==> src/rtl/pipeline_stall_controller.sv <==
// ---------------------------------------------------------------------------
// pipeline_stall_controller
//   Central stall/flush sequencer for the 5-stage pipeline.
//   - Load-use hazard detection between the FD and DX latches (one bubble per lw).
//   - Multi-cycle multdiv sequencing for mul/div sitting in DX: registered
//     start pulse, pipeline freeze, result hand-off, watchdog abort.
//   - Branch/jump flushes from the X stage.
//
// Ports
//   clock             in   rising-edge clock
//   reset             in   asynchronous, active-high reset
//   FD_Latch_Instr    in   [31:0] instruction in FD latch
//   DX_Latch_Instr    in   [31:0] instruction in DX latch
//   branch_taken      in   X stage redirects PC
//   md_resultRDY      in   multdiv result valid (single-cycle pulse)
//   md_exception_in   in   multdiv overflow/div-by-zero, qualified by md_resultRDY
//   pc_enable         out  PC register write enable
//   FD_enable         out  FD latch write enable
//   DX_enable         out  DX latch write enable
//   FD_flush          out  load nop into FD
//   DX_insert_nop     out  load nop into DX instead of FD contents
//   XM_insert_nop     out  load nop into XM instead of DX results
//   ctrl_MULT         out  registered one-cycle multdiv start, multiply
//   ctrl_DIV          out  registered one-cycle multdiv start, divide
//   md_result_select  out  XM takes multdiv result instead of ALU output
//   md_exception      out  write rstatus (r30) with the mul/div exception code
//   md_timeout        out  watchdog fired (sticky until next mul/div start)
// ---------------------------------------------------------------------------
module pipeline_stall_controller #(
    parameter int         MD_TIMEOUT = 64,
    parameter int         CNT_W      = 7,
    parameter logic [4:0] MUL_ALUOP  = 5'd6,
    parameter logic [4:0] DIV_ALUOP  = 5'd7
) (
    input  logic        clock,
    input  logic        reset,
    input  logic [31:0] FD_Latch_Instr,
    input  logic [31:0] DX_Latch_Instr,
    input  logic        branch_taken,
    input  logic        md_resultRDY,
    input  logic        md_exception_in,
    output logic        pc_enable,
    output logic        FD_enable,
    output logic        DX_enable,
    output logic        FD_flush,
    output logic        DX_insert_nop,
    output logic        XM_insert_nop,
    output logic        ctrl_MULT,
    output logic        ctrl_DIV,
    output logic        md_result_select,
    output logic        md_exception,
    output logic        md_timeout
);

    typedef enum logic [1:0] {IDLE, BUSY, DONE} state_t;

    localparam logic [CNT_W-1:0] CNT_LAST = CNT_W'(MD_TIMEOUT - 1);

    state_t           state, state_nxt;
    logic [CNT_W-1:0] cnt;
    logic             exc_q;      // md_exception_in captured with the result
    logic             lu_q;       // a load-use bubble was inserted last cycle

    // Instruction fields
    logic [4:0] dx_op, dx_rd, dx_alu;
    logic [4:0] fd_op, fd_rd, fd_rs, fd_rt;
    assign dx_op  = DX_Latch_Instr[31:27];
    assign dx_rd  = DX_Latch_Instr[26:22];
    assign dx_alu = DX_Latch_Instr[6:2];
    assign fd_op  = FD_Latch_Instr[31:27];
    assign fd_rd  = FD_Latch_Instr[26:22];
    assign fd_rs  = FD_Latch_Instr[21:17];
    assign fd_rt  = FD_Latch_Instr[16:12];

    logic unused_bits;
    assign unused_bits = ^{DX_Latch_Instr[21:7], DX_Latch_Instr[1:0], FD_Latch_Instr[11:0]};

    logic dx_is_mul, dx_is_div, dx_is_md, md_start, md_finish;
    assign dx_is_mul = (dx_op == 5'd0) && (dx_alu == MUL_ALUOP);
    assign dx_is_div = (dx_op == 5'd0) && (dx_alu == DIV_ALUOP);
    assign dx_is_md  = dx_is_mul || dx_is_div;
    assign md_start  = (state == IDLE) && dx_is_md;
    // RDY on the final watchdog cycle still counts as a normal completion.
    assign md_finish = (state == BUSY) && (md_resultRDY || (cnt == CNT_LAST));

    // Does the FD instruction read the register the DX lw is writing?
    logic fd_reads_dx_rd;
    always_comb begin
        // NOTE: every combinational output gets a default first so no path infers a latch.
        fd_reads_dx_rd = 1'b0;
        case (fd_op)
            5'd0:        fd_reads_dx_rd = (fd_rs == dx_rd) || (fd_rt == dx_rd);
            5'd5, 5'd8:  fd_reads_dx_rd = (fd_rs == dx_rd);
            5'd2, 5'd6,
            5'd7:        fd_reads_dx_rd = (fd_rd == dx_rd) || (fd_rs == dx_rd);
            5'd4:        fd_reads_dx_rd = (fd_rd == dx_rd);
            5'd22:       fd_reads_dx_rd = (dx_rd == 5'd30);
            default:     fd_reads_dx_rd = 1'b0;
        endcase
    end

    // lu_q limits the response to a single bubble per lw, even if DX is not refreshed.
    logic lu_hazard;
    assign lu_hazard = (dx_op == 5'd8) && (dx_rd != 5'd0) && fd_reads_dx_rd && !lu_q;

    // Next state and outputs
    always_comb begin
        state_nxt        = state;
        pc_enable        = 1'b1;
        FD_enable        = 1'b1;
        DX_enable        = 1'b1;
        FD_flush         = 1'b0;
        DX_insert_nop    = 1'b0;
        XM_insert_nop    = 1'b0;
        md_result_select = 1'b0;
        md_exception     = 1'b0;
        // Outputs are forced to their idle values while reset is held, whatever DX holds.
        if (!reset) begin
            case (state)
                IDLE: begin
                    if (dx_is_md) begin
                        state_nxt     = BUSY;
                        pc_enable     = 1'b0;
                        FD_enable     = 1'b0;
                        DX_enable     = 1'b0;
                        XM_insert_nop = 1'b1;
                    end else if (branch_taken) begin
                        FD_flush      = 1'b1;
                        DX_insert_nop = 1'b1;
                    end else if (lu_hazard) begin
                        pc_enable     = 1'b0;
                        FD_enable     = 1'b0;
                        DX_insert_nop = 1'b1;
                    end
                end
                BUSY: begin
                    if (md_finish) state_nxt = DONE;
                    pc_enable     = 1'b0;
                    FD_enable     = 1'b0;
                    DX_enable     = 1'b0;
                    XM_insert_nop = 1'b1;
                end
                DONE: begin
                    // The mul/div still in DX is not re-examined here.
                    state_nxt        = IDLE;
                    md_result_select = 1'b1;
                    md_exception     = exc_q || md_timeout;
                    if (lu_hazard) begin
                        pc_enable     = 1'b0;
                        FD_enable     = 1'b0;
                        DX_insert_nop = 1'b1;
                    end
                end
                default: state_nxt = IDLE;
            endcase
        end
    end

    logic lu_stall;
    assign lu_stall = DX_insert_nop && !FD_flush;

    always_ff @(posedge clock or posedge reset) begin
        if (reset) begin
            state      <= IDLE;
            cnt        <= '0;
            exc_q      <= 1'b0;
            lu_q       <= 1'b0;
            ctrl_MULT  <= 1'b0;
            ctrl_DIV   <= 1'b0;
            md_timeout <= 1'b0;
        end else begin
            // NOTE: state registers use non-blocking assignments so every flop samples pre-edge values.
            state     <= state_nxt;
            lu_q      <= lu_stall;
            ctrl_MULT <= md_start && dx_is_mul;
            ctrl_DIV  <= md_start && dx_is_div;
            if (md_start) begin
                cnt        <= '0;
                exc_q      <= 1'b0;
                md_timeout <= 1'b0;
            end else if (state == BUSY) begin
                if (cnt != CNT_LAST) cnt <= cnt + CNT_W'(1);
                if (md_finish) begin
                    exc_q      <= md_resultRDY && md_exception_in;
                    md_timeout <= !md_resultRDY;
                end
            end
        end
    end

    // A redirect while the multdiv unit owns the pipeline is a sequencing error upstream.
    a_no_branch_during_md : assert property (
        @(posedge clock) disable iff (reset) (state != IDLE) |-> !branch_taken
    );

endmodule

==> config.mk <==
export PLATFORM = sky130hd
export DESIGN_NAME = pipeline_stall_controller
export DESIGN_NICKNAME = d
export VERILOG_FILES = /design/src/rtl/pipeline_stall_controller.sv
export SDC_FILE = /design/constraint.sdc
export NUM_CORES = 1
export LEC_CHECK = 0
export CORE_ASPECT_RATIO = 2
export CORE_MARGIN = 4
export CORE_UTILIZATION = 34
export DETAILED_ROUTE_END_ITERATION = 12
export PLACE_DENSITY = 0.79
export SYNTH_ARGS = -nofsm -noshare
export SYNTH_HDL_FRONTEND = slang
export SYNTH_SLANG_ARGS = --single-unit
==> constraint.sdc <==
create_clock -name clock -period 3.4 [get_ports clock]
set_clock_uncertainty 0.15 [all_clocks]
set_input_delay 0.68 -clock clock [delete_from_list [all_inputs] [get_ports clock]]
set_output_delay 0.68 -clock clock [all_outputs]
set_load 0.01 [all_outputs]
==> results.cfg <==
[sta]
timing.slew.headroom = 0.479
period_needed_ns = 3.36
slew_violations = 0
timing_hold_violations_final = 0
worst_slack_ns = 0.0448
fin_worst_hold_slack_ns = 0.379
grt_setup_unrepaired = yes
fmaxAchievable_mhz = 298
timing.final.setup_violations = 0
worst-slew-pin-transition_ns = 0.775
totalNegativeSetupSlack_ns = 0
post-route-period-util = 0.987

[route]
drt-pass1-iter-count = 4
finalWirelength_mm = 3.67
dr_total_vias = 1233
detail-route-antenna-nets = 0
route.detailed.wl_per_inst_um = 16.6
drt_first_iter_violations = 19
drt_drc_violations_left = 0
vias_per_cell = 5.58

[clock_tree]
cts-buffers-inserted = 3
worst_skew_pair.late_latency_ns = 0.25
clock_sinks = 14
cts-root-to-sink-buffers = 2
cts_tree = yes
clock_tree.htree_level_count = 1
holdBufCountCts = 0
worst_setup_hold_path_clk_slew_ns = 0.05
root_buffer = sky130_fd_sc_hd__clkbuf_8

[global_route]
grt_most_used_layer = met2
first_pass_grt_wire_length_mm = 6.11
grt_max_degree = 19
grt_util_all_layers = 0.178
use_met2 = 0.352
grtUsageMet3 = 0.0354
global_route.usage.met1 = 0.169
globalRouteOverflowTotal = 0
first_global_vias = 1321
antenna_found_initial = 0

[logic_synthesis]
synthesis.instances = 125
post_synth_instance_area_mm2 = 0.00111
synth-seq-cells = 14
synth_enable_flop_cells = 0
yosysTopAreaCellShare = 0.317
async_flop_share = 1.00
synth.most_common_cell = sky130_fd_sc_hd__dfrtp_1
synth_seq_area_share = 0.317
ys_types = 44
postSynthAreaPerCell_um2 = 8.85
synth_fp_nets = 195
yosys_warnings = 0
postSynth.topFlopCell = sky130_fd_sc_hd__dfrtp_1
synth_top_cells_by_count = sky130_fd_sc_hd__dfrtp_1, sky130_fd_sc_hd__xnor2_1, sky130_fd_sc_hd__nor2_1
synth_area_leaders = sky130_fd_sc_hd__dfrtp_1, sky130_fd_sc_hd__xnor2_1, sky130_fd_sc_hd__xor2_1, sky130_fd_sc_hd__nor2_1, sky130_fd_sc_hd__o21ai_0
netlist.top_cell.by_area = sky130_fd_sc_hd__dfrtp_1

[pwr]
pwr_density_cell_mw_per_mm2 = 371
max-vdd-ir-drop_uv = 392
power.static_leakage_nw = 0.737

[finish]
area_growth_pct = 62.8
num-nets-final = 261
final_util = 0.570
drive_above_1_share = 0.195
fin_area_mm2 = 0.00180
num_antenna_cells = 0

[job]
number_of_max_cap_violations = 0

[floorplan]
die_area_mm2 = 0.00428
placeableCoreArea_mm2 = 0.00316
num_io_pins = 80
die_y_um = 88.7
fp.dieW_um = 48.3
rows = 29
initial_utilization = 0.350

[place]
detailedPlacementHpwl_mm = 2.96
routabilityCongestion = 0.843
post_dp_cell_area_mm2 = 0.00172
port-buffer-count = 50
place_ws_ns = -0.638

[critical_path]
cp-end-kind = output pin
path_max_fanout = 3
worstSetupStartpointType = primary input
cp.arrival_ns = 2.53
setup.worst_path.class = in -> out
worst_ep_required_time_ns = 2.57

[run_status]
status = completed

[min_path]
timing.hold.worst.class = reg -> reg
[path summary, 6_finish.rpt]
check                                   start                   end  slack (ns)  depth (start not counted)
setup / recovery           DX_Latch_Instr[31]             pc_enable        0.04                          6
hold / removal              exc_q$_DFFE_PP0P_     exc_q$_DFFE_PP0P_        0.38                          2
setup reg to reg           cnt[0]$_DFFE_PP0P_  state[1]$_DFFE_PP0P_        1.18                          6
hold reg to reg             exc_q$_DFFE_PP0P_     exc_q$_DFFE_PP0P_        0.38                          2
max in group asynchronous               reset   ctrl_MULT$_DFF_PP0_        1.87                          2
min in group asynchronous               reset    cnt[0]$_DFFE_PP0P_        0.84                          2
[stage by stage]
| stage | std cells | total power [mW] |
|---|---|---|
| CTS | 220 | 0.663 |
| global placement | 215 | 0.485 |
| floorplan | 125 | 0.383 |
| global route | 221 | 0.710 |
| finish | 221 | 0.668 |
| detailed placement | 215 | 0.503 |
[layout by cell type, fill, tap and decap left out, drive strengths merged, types with 3 or more instances in the layout]
| master | count |
|---|---|
| dfrtp | 14 |
| a21oi | 4 |
| clkdlybuf4s50 | 37 |
| nor2 | 11 |
| nor4 | 5 |
| o21ai | 8 |
| or4 | 4 |
| inv | 6 |
| xnor2 | 11 |
| dlygate4sd2 | 7 |
| nor3 | 7 |
| nand2 | 7 |
| and3 | 3 |
| xor2 | 6 |
| nand3 | 3 |
| buf | 20 |
| clkbuf | 4 |
| o41ai | 3 |
[registers in the layout (all words and copies together), names as in the netlist]
name,flops
cnt,7
state,2
ctrl_DIV,1
ctrl_MULT,1
exc_q,1
lu_q,1
md_timeout,1
[routing by layer]
| metal | share of wire | up-vias | wire length [um] |
|---|---|---|---|
| li1 | - | 597 | - |
| met2 | 0.57 | 50 | 2080 |
| met5 | 0 | - | 0 |
| met4 | 0.028 | 0 | 101 |
| met1 | 0.34 | 577 | 1260 |
| met3 | 0.064 | 9 | 234 |
[repair_timing]
item	in CTS	in global routing
endpoints found under the setup margin	6	5
gates resized for setup	28	5
setup buffers	1	1
pin swaps	4	6
[report_power, final]
part	switching [mW]	internal, mW
clock network	0.0614	0.103
logic	0.118	0.137
registers	0.0428	0.206
[area by class of cell]
cell class | count | area [um2]
fill | 299 | 1360
multi-input combinational | 100 | 736
clock buffer | 4 | 55.1
sequential | 14 | 350
timing repair buffer | 66 | 598
tap | 31 | 38.8
inverter | 6 | 22.5
[cells by family (layout without fill, tap and decap cells)]
kind of cell               count (synthesis)  count (layout)  share of synthesized area
xor gates and xnor gates                  17              17                      0.135
muxes                                      1               1                     0.0102
and+or+nand+nor                           53              53                      0.307
DFF                                       14              14                      0.317
AOI/OAI and AO/OA                         28              28                      0.172
buffers and inverters                     11              76                     0.0486
adders and majority gates                  1               1                     0.0113
[worst max-delay path, stage by stage]
cell and delay, ns:
sky130_fd_sc_hd__dlygate4sd2_1 0.24, sky130_fd_sc_hd__or4_4 0.55, sky130_fd_sc_hd__o41a_1 0.41, sky130_fd_sc_hd__or3_4 0.36
sky130_fd_sc_hd__o21a_1 0.13, sky130_fd_sc_hd__buf_2 0.14
No activity file was read; power rests on OpenSTA's default activity.
==> edit: new RTL, same settings <==
`CNT_W`: 7 -> 5.
--- a/src/rtl/pipeline_stall_controller.sv
+++ b/src/rtl/pipeline_stall_controller.sv
@@ -29,5 +29,5 @@
 module pipeline_stall_controller #(
     parameter int         MD_TIMEOUT = 64,
-    parameter int         CNT_W      = 7,
+    parameter int         CNT_W      = 5,
     parameter logic [4:0] MUL_ALUOP  = 5'd6,
     parameter logic [4:0] DIV_ALUOP  = 5'd7
Formal check against the unedited RTL: same outputs for any inputs over 10 cycles, from zero or initial values and one cycle with reset high; that may be too few to reach the edited logic, so the function may still have changed.
==> edit against the unedited design <==
Sequential cell count shrank 2. Fmax is 0.59% higher. Register-to-register slack improved by 0.14 ns. Worst hold slack better by 0.015 ns. Non-clock buffer count rose by 2. Critical path depth grew 2. Power fell by 10%. First-iteration DRC count down 42%. Setup slack improved by 0.020 ns. Routed wire length shrank 15%. Count of clock-buffer cells in the layout is the same. Design area is 7.7% lower. Area after synthesis decreased by 15%. Largest cell class is now buffers.
==> edit: results (changes against the unedited design) <==
| Metric | Value |
|---|---|
| Status | finished, final reports clean |
| Top post-synthesis cells by count | 15 x xor2_1, 14 x nor2_1, 12 x dfrtp_1 |
| Post-Synthesis Net Count | 176 (-9.7%) |
| R2R Path End | cnt[3] |
| Sw frac | 0.3074 (-0.02471) |
| Worst hold slack | 0.3946 ns (+0.01550 ns) |
| Register area share after synthesis | 0.3204 (+0.003685) |
| Gpl congestion | 0.9349 (+11%) |
| Worst Hold End | cnt[4] |
| Dpl cells | 195 (-9.3%) |
| Final WS setup | 0.06450 ns (+0.01969 ns) |
| Met3 routed wirelength | 382 um (+63%) |
| Drt initial violations | 11 (-8) |
| Synth top area cells | dfrtp_1 32%, xor2_1 14%, nor2_1 5.6% |
| Distinct cell type count after synthesis | 38 (-14%) |
| Biggest regs | cnt: 5 flops, state: 2 flops |
| Met3 Usage GRT | 0.03688 (+0.001463) |
| Placed cell area | 1573 sq um (-8.5%) |
| Dpl ws | -0.2947 ns (+0.3435 ns) |
| Clock power frac | 0.258 (+0.012) |
| Crit path launch | DX_Latch_Instr[28] |
| M2 GR Usage | 0.3366 (-0.01573) |
| WL met2 | 1.566 mm (-25%) |
| WL met1 | 1.101 mm (-12%) |
| Post-DP HPWL | 2.535 mm (-14%) |
| Hold path startpoint | cnt[4] |
| Maximum VDD drop | 0.0003217 V (-18%) |
| Final net count | 245 (-6.1%) |
| CP top delay family | buffers and inverters |
-- edit: cell types whose count changed after synthesis, moves of 3 or more --
| cell | delta |
|---|---|
| nor3_1 | -3 |
| nand2_1 | -3 |
| o41ai_1 | -3 |
| xor2_1 | +9 |
| xnor2_1 | -8 |
| nor2_1 | +4 |
| o21ai_0 | -4 |
-- edit: kinds of logic (layout without fill, tap and decap cells) --
family | Yosys count | after routing | synth area share
simple gates | 47 | 47 | 0.3084
mux | 2 | 2 | 0.02136
fa+ha+maj | 2 | 2 | 0.02670
flops | 12 | 12 | 0.3204
xor+xnor | 18 | 18 | 0.1682
compound gates | 16 | 16 | 0.1175
buf+inv | 8 | 76 | 0.03738
-- edit: area by class of cell --
cell class                 count  area (sq um)
fill                         220         940.9
timing repair buffer          68         630.6
multi-input combinational     85         625.6
sequential                    12         300.3
clock buffer                   4         55.05
tap                           28         35.03
inverter                       4         15.01
-- edit: worst min-delay path, stage by stage (launching register included) --
cell and delay (ns):
dfrtp_1 0.35, mux2i_1 0.07, nor2_1 0.08
